File: src/rtl/host_spi_master_pkg.sv
// host_spi_master_pkg: shared FSM state encoding and default timing values for host_spi_master.
package host_spi_master_pkg;
    typedef enum logic [2:0] {
        HSM_IDLE,
        HSM_SETUP,
        HSM_SHIFT,
        HSM_HOLD,
        HSM_GAP
    } hsm_state_e;

    localparam int unsigned DEF_CLK_DIV  = 4;
    localparam int unsigned DEF_SS_SETUP = 2;
    localparam int unsigned DEF_SS_HOLD  = 2;
    localparam int unsigned DEF_SS_IDLE  = 4;
endpackage

File: src/rtl/host_spi_master_if.sv
// host_spi_master_if: FIFO handshakes, SPI pins and status of the host SPI initiator.
//   en, miso_edge          : frame permit and miso sample-edge select
//   tx_fifo_*              : FWFT TX FIFO pop strobe, head data, empty flag
//   rx_wr_en, rx_data      : RX FIFO write strobe and byte; rx_full = RX FIFO full
//   ss_n, sck, mosi, miso  : SPI mode-0 pins
//   busy                   : initiator not idle
interface host_spi_master_if;
    logic       en;
    logic       miso_edge;
    logic       tx_fifo_rd_en;
    logic [7:0] tx_fifo_din;
    logic       tx_fifo_empty;
    logic       rx_wr_en;
    logic [7:0] rx_data;
    logic       rx_full;
    logic       ss_n;
    logic       sck;
    logic       mosi;
    logic       miso;
    logic       busy;

    modport master (
        input  en, miso_edge, tx_fifo_din, tx_fifo_empty, rx_full, miso,
        output tx_fifo_rd_en, rx_wr_en, rx_data, ss_n, sck, mosi, busy
    );

    modport slave (
        output en, miso_edge, tx_fifo_din, tx_fifo_empty, rx_full, miso,
        input  tx_fifo_rd_en, rx_wr_en, rx_data, ss_n, sck, mosi, busy
    );
endinterface

File: src/rtl/host_spi_master_sckgen.sv
// host_spi_master_sckgen: sck divider; toggles sck every CLK_DIV cycles while run_i is high.
//   clk, reset  : clock and synchronous active-high reset
//   run_i       : 1 = count and toggle, 0 = hold sck low with the divider cleared
//   sck_o       : registered sck level
//   rise_stb_o  : high in the cycle whose closing edge drives sck high
//   fall_stb_o  : high in the cycle whose closing edge drives sck low
module host_spi_master_sckgen #(
    parameter int unsigned CLK_DIV = 4
) (
    input  logic clk,
    input  logic reset,
    input  logic run_i,
    output logic sck_o,
    output logic rise_stb_o,
    output logic fall_stb_o
);
    logic [7:0] cnt_q, cnt_d;
    logic       sck_q, sck_d;
    logic       tick;

    always_comb begin
        tick  = run_i && (cnt_q == 8'(CLK_DIV - 1));
        cnt_d = (!run_i || tick) ? 8'd0 : cnt_q + 8'd1;
        sck_d = run_i && (tick ? !sck_q : sck_q);
    end

    always_ff @(posedge clk) begin
        if (reset) begin
            cnt_q <= '0;
            sck_q <= 1'b0;
        end else begin
            cnt_q <= cnt_d;
            sck_q <= sck_d;
        end
    end

    assign sck_o      = sck_q;
    assign rise_stb_o = tick && !sck_q;
    assign fall_stb_o = tick && sck_q;
endmodule

File: src/rtl/host_spi_master.sv
// host_spi_master: SPI mode-0 initiator moving bytes from a FWFT TX FIFO out on mosi and miso into an RX FIFO.
//   clk, reset : clock and synchronous active-high reset
//   bus        : host_spi_master_if.master (FIFO handshakes, SPI pins, busy)
module host_spi_master
    import host_spi_master_pkg::*;
#(
    parameter int unsigned CLK_DIV  = DEF_CLK_DIV,
    parameter int unsigned SS_SETUP = DEF_SS_SETUP,
    parameter int unsigned SS_HOLD  = DEF_SS_HOLD,
    parameter int unsigned SS_IDLE  = DEF_SS_IDLE
) (
    input  logic                  clk,
    input  logic                  reset,
    host_spi_master_if.master     bus
);
    hsm_state_e state_q, state_d;
    logic [7:0] cnt_q, cnt_d;
    logic [2:0] bit_q, bit_d;
    logic [7:0] tx_sh_q, tx_sh_d;
    logic [7:0] rx_sh_q, rx_sh_d;
    logic [7:0] rx_data_q, rx_data_d;
    logic       rx_wr_en_q, rx_wr_en_d;
    logic       ss_n_q, ss_n_d;
    logic       rd_en;
    logic       start, cap, last_fall;
    logic [7:0] rx_next;
    logic       sck, rise_stb, fall_stb;

    host_spi_master_sckgen #(.CLK_DIV(CLK_DIV)) u_sckgen (
        .clk       (clk),
        .reset     (reset),
        .run_i     (state_q == HSM_SHIFT),
        .sck_o     (sck),
        .rise_stb_o(rise_stb),
        .fall_stb_o(fall_stb)
    );

    always_comb begin
        start     = bus.en && !bus.tx_fifo_empty && !bus.rx_full;
        cap       = bus.miso_edge ? fall_stb : rise_stb;
        last_fall = fall_stb && (bit_q == 3'd7);
        rx_next   = {rx_sh_q[6:0], bus.miso};
        state_d    = state_q;
        cnt_d      = cnt_q + 8'd1;
        bit_d      = bit_q;
        tx_sh_d    = tx_sh_q;
        rx_sh_d    = cap ? rx_next : rx_sh_q;
        rx_data_d  = rx_data_q;
        rx_wr_en_d = 1'b0;
        ss_n_d     = ss_n_q;
        rd_en      = 1'b0;
        case (state_q)
            HSM_IDLE: begin
                cnt_d = '0;
                if (start) begin
                    rd_en   = 1'b1;
                    tx_sh_d = bus.tx_fifo_din;
                    ss_n_d  = 1'b0;
                    state_d = HSM_SETUP;
                end
            end
            HSM_SETUP: begin
                if (cnt_q == 8'(SS_SETUP - 1)) begin
                    cnt_d   = '0;
                    state_d = HSM_SHIFT;
                end
            end
            HSM_SHIFT: begin
                cnt_d = '0;
                if (fall_stb) begin
                    bit_d   = bit_q + 3'd1;
                    tx_sh_d = {tx_sh_q[6:0], 1'b0};
                end
                if (last_fall) begin
                    // With falling-edge sampling the last bit is captured on this very edge.
                    rx_data_d  = bus.miso_edge ? rx_next : rx_sh_q;
                    rx_wr_en_d = 1'b1;
                    if (start) begin
                        rd_en   = 1'b1;
                        tx_sh_d = bus.tx_fifo_din;
                    end else begin
                        state_d = HSM_HOLD;
                    end
                end
            end
            HSM_HOLD: begin
                if (cnt_q == 8'(SS_HOLD - 1)) begin
                    cnt_d   = '0;
                    ss_n_d  = 1'b1;
                    state_d = HSM_GAP;
                end
            end
            HSM_GAP: begin
                if (cnt_q == 8'(SS_IDLE - 1)) begin
                    cnt_d   = '0;
                    state_d = HSM_IDLE;
                end
            end
            default: state_d = HSM_IDLE;
        endcase
    end

    always_ff @(posedge clk) begin
        if (reset) begin
            state_q    <= HSM_IDLE;
            cnt_q      <= '0;
            bit_q      <= '0;
            tx_sh_q    <= '0;
            rx_sh_q    <= '0;
            rx_data_q  <= '0;
            rx_wr_en_q <= 1'b0;
            ss_n_q     <= 1'b1;
        end else begin
            state_q    <= state_d;
            cnt_q      <= cnt_d;
            bit_q      <= bit_d;
            tx_sh_q    <= tx_sh_d;
            rx_sh_q    <= rx_sh_d;
            rx_data_q  <= rx_data_d;
            rx_wr_en_q <= rx_wr_en_d;
            ss_n_q     <= ss_n_d;
        end
    end

    // The pop strobe is combinational, so it is masked while reset is held.
    assign bus.tx_fifo_rd_en = rd_en && !reset;
    assign bus.rx_wr_en      = rx_wr_en_q;
    assign bus.rx_data       = rx_data_q;
    assign bus.ss_n          = ss_n_q;
    assign bus.sck           = sck;
    assign bus.mosi          = tx_sh_q[7];
    assign bus.busy          = (state_q != HSM_IDLE);
endmodule
File: src/flat_wrapper.sv
// flat-port wrapper written by rule: the top's interface ports become plain ports
module host_spi_master_flat import host_spi_master_pkg::*;
#(
    parameter int unsigned CLK_DIV  = DEF_CLK_DIV,
    parameter int unsigned SS_SETUP = DEF_SS_SETUP,
    parameter int unsigned SS_HOLD  = DEF_SS_HOLD,
    parameter int unsigned SS_IDLE  = DEF_SS_IDLE
)
  (clk, reset, bus_en, bus_miso_edge, bus_tx_fifo_din, bus_tx_fifo_empty, bus_rx_full, bus_miso, bus_tx_fifo_rd_en, bus_rx_wr_en, bus_rx_data, bus_ss_n, bus_sck, bus_mosi, bus_busy);
  host_spi_master_if bus_i ();
  input  logic clk;
  input  logic reset;
  input wire logic [$bits(bus_i.en)-1:0] bus_en;
  input wire logic [$bits(bus_i.miso_edge)-1:0] bus_miso_edge;
  input wire logic [$bits(bus_i.tx_fifo_din)-1:0] bus_tx_fifo_din;
  input wire logic [$bits(bus_i.tx_fifo_empty)-1:0] bus_tx_fifo_empty;
  input wire logic [$bits(bus_i.rx_full)-1:0] bus_rx_full;
  input wire logic [$bits(bus_i.miso)-1:0] bus_miso;
  output wire logic [$bits(bus_i.tx_fifo_rd_en)-1:0] bus_tx_fifo_rd_en;
  output wire logic [$bits(bus_i.rx_wr_en)-1:0] bus_rx_wr_en;
  output wire logic [$bits(bus_i.rx_data)-1:0] bus_rx_data;
  output wire logic [$bits(bus_i.ss_n)-1:0] bus_ss_n;
  output wire logic [$bits(bus_i.sck)-1:0] bus_sck;
  output wire logic [$bits(bus_i.mosi)-1:0] bus_mosi;
  output wire logic [$bits(bus_i.busy)-1:0] bus_busy;
  assign bus_i.en = bus_en;
  assign bus_i.miso_edge = bus_miso_edge;
  assign bus_i.tx_fifo_din = bus_tx_fifo_din;
  assign bus_i.tx_fifo_empty = bus_tx_fifo_empty;
  assign bus_i.rx_full = bus_rx_full;
  assign bus_i.miso = bus_miso;
  assign bus_tx_fifo_rd_en = bus_i.tx_fifo_rd_en;
  assign bus_rx_wr_en = bus_i.rx_wr_en;
  assign bus_rx_data = bus_i.rx_data;
  assign bus_ss_n = bus_i.ss_n;
  assign bus_sck = bus_i.sck;
  assign bus_mosi = bus_i.mosi;
  assign bus_busy = bus_i.busy;
  host_spi_master #(.CLK_DIV(CLK_DIV), .SS_SETUP(SS_SETUP), .SS_HOLD(SS_HOLD), .SS_IDLE(SS_IDLE)) u_core (.clk(clk), .reset(reset), .bus(bus_i));
endmodule
File: config.mk
export PLATFORM = sky130hd
export DESIGN_NAME = host_spi_master_flat
export DESIGN_NICKNAME = d
export VERILOG_FILES = /design/src/rtl/host_spi_master_pkg.sv /design/src/rtl/host_spi_master_if.sv /design/src/rtl/host_spi_master_sckgen.sv /design/src/rtl/host_spi_master.sv /design/src/flat_wrapper.sv
export SDC_FILE = /design/constraint.sdc
export NUM_CORES = 1
export LEC_CHECK = 0
export CORE_MARGIN = 2
export CORE_UTILIZATION = 58
export CTS_BUF_LIST = sky130_fd_sc_hd__clkbuf_16
export DETAILED_ROUTE_END_ITERATION = 10
export GPL_ROUTABILITY_DRIVEN = 0
export PLACE_DENSITY = 0.83
export RECOVER_POWER = 100
export SYNTH_ARGS = -nofsm -noshare
export SYNTH_HDL_FRONTEND = slang
export SYNTH_SLANG_ARGS = --single-unit
File: constraint.sdc
create_clock -name clk -period 5.54 [get_ports clk]
set_input_delay 0.831 -clock clk [delete_from_list [all_inputs] [get_ports clk]]
set_output_delay 0.831 -clock clk [all_outputs]
set_load 0.005 [all_outputs]
==> results.txt <==
Die Width: 66.6 µm
flops & latches, synth: 49
Setup TNS: 0 ns
Synth async-reset ratio: 0%
Post-Syn Area: 0.00227 mm²
Distinct cells, synth: 43
Initial Util: 61.1%
Final Hold Vio Count: 0
CP endpoint kind: output port
initial DRC count: 125
Critical Path Max Stage Delay: 0.63 ns
EDFF count, synth: 0
Worst Clk Skew: 0.00464 ns
period utilization: 78.1%
die area: 0.00443 mm²
maximum capacitance violations: 0
top cells by area, synth: dfxtp_1 43%, mux2i_1 11%, nor2_1 6.1%, xor2_1 4.2%, ha_1 3.9%
Slowest-stage cell, CP: dlygate4sd3_1
HP Class: reg -> reg
CP arrival: 3.50 ns
Buf/Inv on CP: 1
Critical Path, Cell by Cell: ha_1 > nor4b_1 > nand2_1 > nor2_1 > ha_1 > nand2_1 > a2111oi_0 > dlygate4sd3_1
H-tree depth: 2
Detailed Route WL: 4.45 mm
Inst Count DP: 304
Resized Gates After CTS: 0
Pre-antenna DRT Iters: 4
CTS Buffer Depth: 2
Max-slew headroom: 20.6%
Tot Pwr: 728 µW
share of cells above drive strength 1: 6.44%
initial antenna violation count: 0
Min Hold Slack: 0.471 ns
Finished Layout Cells: 312
drt drc: 0
# setup viols final: 0
postcts setup bufs: 0
VDD IR max: 0.216 mV
P_leak: 1.10 nW
GRT Util Overall: 22.3%
Fill cells: 303
FP Rows: 22
vias in the first global route: 1651
Post-Syn Nets: 258
Vias: 1730
IO buf count: 28
first-pass GRT wire length: 7.51 mm
CP required: 4.71 ns
fin crit period: 4.33 ns
Worst-path clk slew: 0.06 ns
Synth area leader: dfxtp_1
Clock Tree Root: clkbuf_16
largest net degree at the start of global routing: 29
grt ovf: 0
Routed Antenna Nets: 0
die height: 66.6 µm
area delta synth->final: 17.5%
crit-path leading delay family: simple AND/OR/NAND/NOR gates
Ports: 29
Avg Vias per Cell: 5.54
Mapped Avg Cell Area: 9.62 µm²
diodes inserted: 0
fmax: 231 MHz
placed inst area: 0.00257 mm²
Detailed Place HPWL: 2.95 mm
core box area: 0.00372 mm²
cell count after synthesis: 236
commonest register cell after synthesis: dfxtp_1
Clk Latency, worst-skew pair: 0.28 ns
crit path max fanout: 14
Post-CTS Hold Fix Bufs: 0
CTS buffer count: 5
Least-Margin Pin Slew: 1.19 ns
RSZ-0062 raised after global routing: false
Final #Nets: 285
final instance area: 0.00267 mm²
CTS tree: yes
Crit Path Class: reg -> out
CTS sink count: 49
post-synthesis sequential area ratio: 43.2%
Synth top area share: 43.2%
WL/cell: 14.3 µm
Pwr Density: 273 mW/mm²
status: finished clean
Yosys Warn Count: 0
max-slew violation count: 0
startpoint types: register
-- placed cells by master (no fill, tap or decap), drive strengths merged --
cell	n
dfxtp	49
nor2	40
mux2i	25
nand3	16
dlygate4sd3	15
clkdlybuf4s50	13
a21oi	13
xor2	11
nand2b	9
a211oi	9
inv	8
o21ai	8
ha	7
nand2	6
clkbuf	6
and3	4
nor3	3
xnor2	3
or3	2
nor4b	2
a31oi	2
or3b	2
or2	2
a2111oi	1
nor3b	1
o221ai	1
or4	1
nor4	1
nand4	1
a41oi	1
bufinv	1
clkinv	1
-- final timing paths --
path                       startpoint                     to  slack [ns]  cells after the start
max          u_core.u_sckgen.cnt_q[0]      bus_tx_fifo_rd_en        1.21                      8
min reg2reg           u_core.bit_q[2]        u_core.bit_q[2]        0.47                      2
min                   u_core.bit_q[2]        u_core.bit_q[2]        0.47                      2
max reg2reg  u_core.u_sckgen.cnt_q[0]  u_core.bus.rx_data[2]        2.12                      9
-- flip-flops by register name, summed over array words and instances (netlist names) --
| register | count |
|---|---|
| u_core.bit_q | 3 |
| u_core.bus.rx_data | 8 |
| u_core.bus.rx_wr_en | 1 |
| u_core.bus.ss_n | 1 |
| u_core.cnt_q | 8 |
| u_core.rx_sh_q | 8 |
| u_core.state_q | 3 |
| u_core.tx_sh_q | 8 |
| u_core.u_sckgen.cnt_q | 8 |
| u_core.u_sckgen.sck_o | 1 |
-- layout make-up --
type                            instances  area [µm²]  share of cell area [%]
Clock buffer                            5         125                    4.69
Sequential cell                        49         981                    36.8
Tap cell                               48        60.1                    2.25
Clock inverter                          3        37.5                    1.41
Timing Repair Buffer                   29         284                    10.6
Inverter                                7        26.3                   0.985
Multi-Input combinational cell        171        1150                    43.2
-- synth_stat cells (3+ instances only) --
master	n
dfxtp_1	49
nor2_1	37
mux2i_1	24
nand3_1	16
a21oi_1	12
xor2_1	11
nand2b_1	8
ha_1	7
a211oi_1	6
inv_1	6
nand2_1	6
o21ai_0	6
clkbuf_1	5
and3_1	4
nor3_1	3
xnor2_1	3
-- kinds of logic after synthesis --
group / count (synthesis) / share of synthesized area (%)
xor gates and xnor gates: 14 / 5.40
adders and majority gates: 7 / 3.86
muxes: 25 / 11.2
AOI/OAI and AO/OA: 35 / 11.4
buffers and inverters: 16 / 3.42
and+or+nand+nor: 90 / 21.5
DFF: 49 / 43.2
-- power by group --
group          internal (mW)  switching [mW]
Combinational         0.0185          0.0157
Clock                  0.210           0.124
Sequential             0.357         0.00318
-- metal layers --
layer	global-route usage (%)	up-vias	wire length [µm]
li1	-	875	-
met1	28.0	797	2090
met2	36.9	50	2040
met3	5.24	8	225
met4	8.93	0	93
met5	0	-	0
-- metrics by stage --
stage               setup slack [ns]  utilization, %
floorplan                       2.64               -
global placement                1.67            69.1
detailed placement              1.44            69.1
CTS                             1.08            73.5
global route                   0.847            71.8
finish                          1.21            71.8
-- tightest hold or removal path: stages, from the launching register on --
cell,delay (ns)
dfxtp_1,0.31
nand2_1,0.05
a21oi_1,0.06
Note: power is estimated with default switching activity, not from simulation.
==> RTL change, RTL diff (same flow settings) <==
`tx_sh_q`, `rx_sh_q` and `rx_data_q` no longer have a reset.
--- a/src/rtl/host_spi_master.sv
+++ b/src/rtl/host_spi_master.sv
@@ -105,21 +105,21 @@
             state_q    <= HSM_IDLE;
             cnt_q      <= '0;
             bit_q      <= '0;
-            tx_sh_q    <= '0;
-            rx_sh_q    <= '0;
-            rx_data_q  <= '0;
             rx_wr_en_q <= 1'b0;
             ss_n_q     <= 1'b1;
         end else begin
             state_q    <= state_d;
             cnt_q      <= cnt_d;
             bit_q      <= bit_d;
-            tx_sh_q    <= tx_sh_d;
-            rx_sh_q    <= rx_sh_d;
-            rx_data_q  <= rx_data_d;
             rx_wr_en_q <= rx_wr_en_d;
             ss_n_q     <= ss_n_d;
         end
+    end
+
+    always_ff @(posedge clk) begin
+        tx_sh_q   <= tx_sh_d;
+        rx_sh_q   <= rx_sh_d;
+        rx_data_q <= rx_data_d;
     end
 
     // The pop strobe is combinational, so it is masked while reset is held.
Function: changed (Yosys sat finds a counterexample within 4 cycles, from zero or initial values and one cycle with reset high).
==> RTL change against the unedited design <==
Die area is 2.0% lower; worst setup slack improved by 0.51 ns; total power down 4.4%; register-to-register slack improved by 0.59 ns; wire length fell by 9.4%; clock skew shrank 0.00087 ns; via count decreased by 12%; area after synthesis fell by 2.1%; final area fell by 0.33%; sequential cell count is the same.
==> RTL change: results (changes against the unedited design) <==
Clock network
  – H-tree depth: 2 (unchanged)
  – Clock insertion delay at the later pin of the skew report: 0.28 ns (about the same)
  – Clk sinks: 49 (unchanged)
  – Max clock buf depth: 2 (unchanged)
  – Cts bufs inserted: 5 (unchanged)
  – Clock Pin Slew Worst Setup and Hold Paths: 0.06 ns (about the same)

Finish
  – Final nets: 239 (-16%)
  – Ant diodes: 0 (unchanged)
  – Ratio of cells with drive above 1 in the final layout: 13.30% (+6.9 points)

Outcome
  – Outcome: complete, no violations

Power and ir drop
  – Leak: 0.0009378 uW (-15%)
  – Peak VDD IR: 162.8 uV (-25%)

GRT
  – Largest net degree at the start of global routing: 15 (-48%)
  – Overall Global Routing Usage: 20.96% (-1.4 points)
  – GR Util met3: 4.770% (-0.47 points)
  – GR Layer Usage met2: 37.37% (+0.50 points)
  – Grt met1 use: 23.94% (-4.0 points)
  – First-pass GRT wire length: 6.824 mm (-9.1%)

Logic synthesis
  – Synthesized instance count: 188 (-20%)
  – Syn nets: 210 (-19%)
  – Largest cells by area after synthesis: edfxtp_1, dfxtp_1, mux2_2
  – Distinct cell type count after synthesis: 35 (-19%)
  – Ys flop type: dfxtp_1
  – Seq/Total Area, Yosys: 54.95% (+12 points)
  – Synth cell count leaders: dfxtp_1, edfxtp_1, mux2_2
  – Number of synthesized flops with an enable pin: 24 (+24)

Detailed routing
  – Via count: 1528 (-12%)
  – 1st-pass router iterations: 4 (unchanged)
  – Vias/cell: 5.744 (+3.6%)
  – 1st-iter DRT viols: 89 (-29%)
  – Final wirelength: 4.033 mm (-9.4%)

Placed design
  – HPWL Detailed: 3.032 mm (+2.7%)
  – DP Cell Count: 258 (-15%)

Timing
  – Worst slew margin: 23.75% (+3.1 points)
  – Clk_skew: 0.003771 ns (-0.0008722 ns)

Setup path
  – Critical path class: reg2out
  – CP Max Fanout: 13 (-1)
  – Master of the slowest instance on the critical path: dlygate4sd3_1
  – Largest stage delay, worst path: 0.57 ns (-0.06 ns)
  – Worst Path Arrival: 2.99 ns (-0.51 ns)
  – Worst reg-to-reg setup slack: 2.71 ns (+0.59 ns)

Hold path
  – Class of the worst hold path: reg2reg
  – Min-Delay Startpoint: u_core.u_sckgen.cnt_q[0]
[RTL change: changes by cell type in the layout (fill, tap and decap cells not counted), sizes merged, moves of 6 or more]
cell / delta
mux2i: -21
edfxtp: +24
nand2b: -9
a211oi: -6
nor2: -23
dfxtp: -24
mux2: +23
nand3: -6
xor2: -7
a21oi: -10
or3: +6
[RTL change: area by class of cell]
cell class / count / area, um2
clock inverters: 3 / 13.76
inverters: 7 / 26.28
flip-flops and latches: 49 / 1221
repair buffers: 28 / 280.3
clock buffers: 5 / 125.1
fillers: 237 / 1002
multi-input cells: 126 / 932.1
well taps: 48 / 60.06
[RTL change: report_power, final]
group	internal, uW	leakage (uW)	switching (uW)	total (uW)
clock	163	0.0000709	119	283
combinational	17.9	0.000448	10.5	28.4
sequential	382	0.000419	2.92	385
total	563	0.000938	133	696
[RTL change: cells by family after synthesis]
| group | after synthesis | share of synthesized area (%) |
|---|---|---|
| muxes | 27 | 13.46 |
| buffers and inverters | 13 | 2.196 |
| adders and majority gates | 7 | 3.941 |
| and+or+nand+nor | 64 | 15.71 |
| DFF | 49 | 54.95 |
| xor gates and xnor gates | 7 | 2.759 |
| AOI/OAI and AO/OA | 21 | 6.982 |
[RTL change: path summary, 6_finish.rpt]
path	cells after the start	to
max reg2reg	7	u_core.tx_sh_q[3]
min reg2reg	1	u_core.u_sckgen.cnt_q[0]
min	1	u_core.u_sckgen.cnt_q[0]
max	9	bus_tx_fifo_rd_en
[RTL change: per-stage QoR]
stage	cell area (um2)	util [%]	worst slack, ns	hold slack, ns
2_1_floorplan	2222	-	2.694	0.4398
3_3_place_gp	2540	69.38	2.103	0.4569
3_5_place_dp	2540	69.38	2.032	0.4623
4_1_cts	2679	73.17	1.701	0.4762
5_1_grt	2659	72.62	1.437	0.4964
6_report	2659	72.62	1.718	0.4785
[RTL change: worst register-to-register path, cell delays in order (launching register included)]
cell     delay [ns]
dfxtp_1        0.39
ha_1           0.25
nor4b_1        0.32
nand2_1        0.10
nor2_1         0.16
ha_1           0.49
a31oi_1        0.42
mux2_1         0.44
[RTL change: per-layer routing]
layer,share of wire (%),vias up
met5,0,-
met4,1.5,0
met3,4.0,6
met2,54,32
met1,40,741
li1,-,749
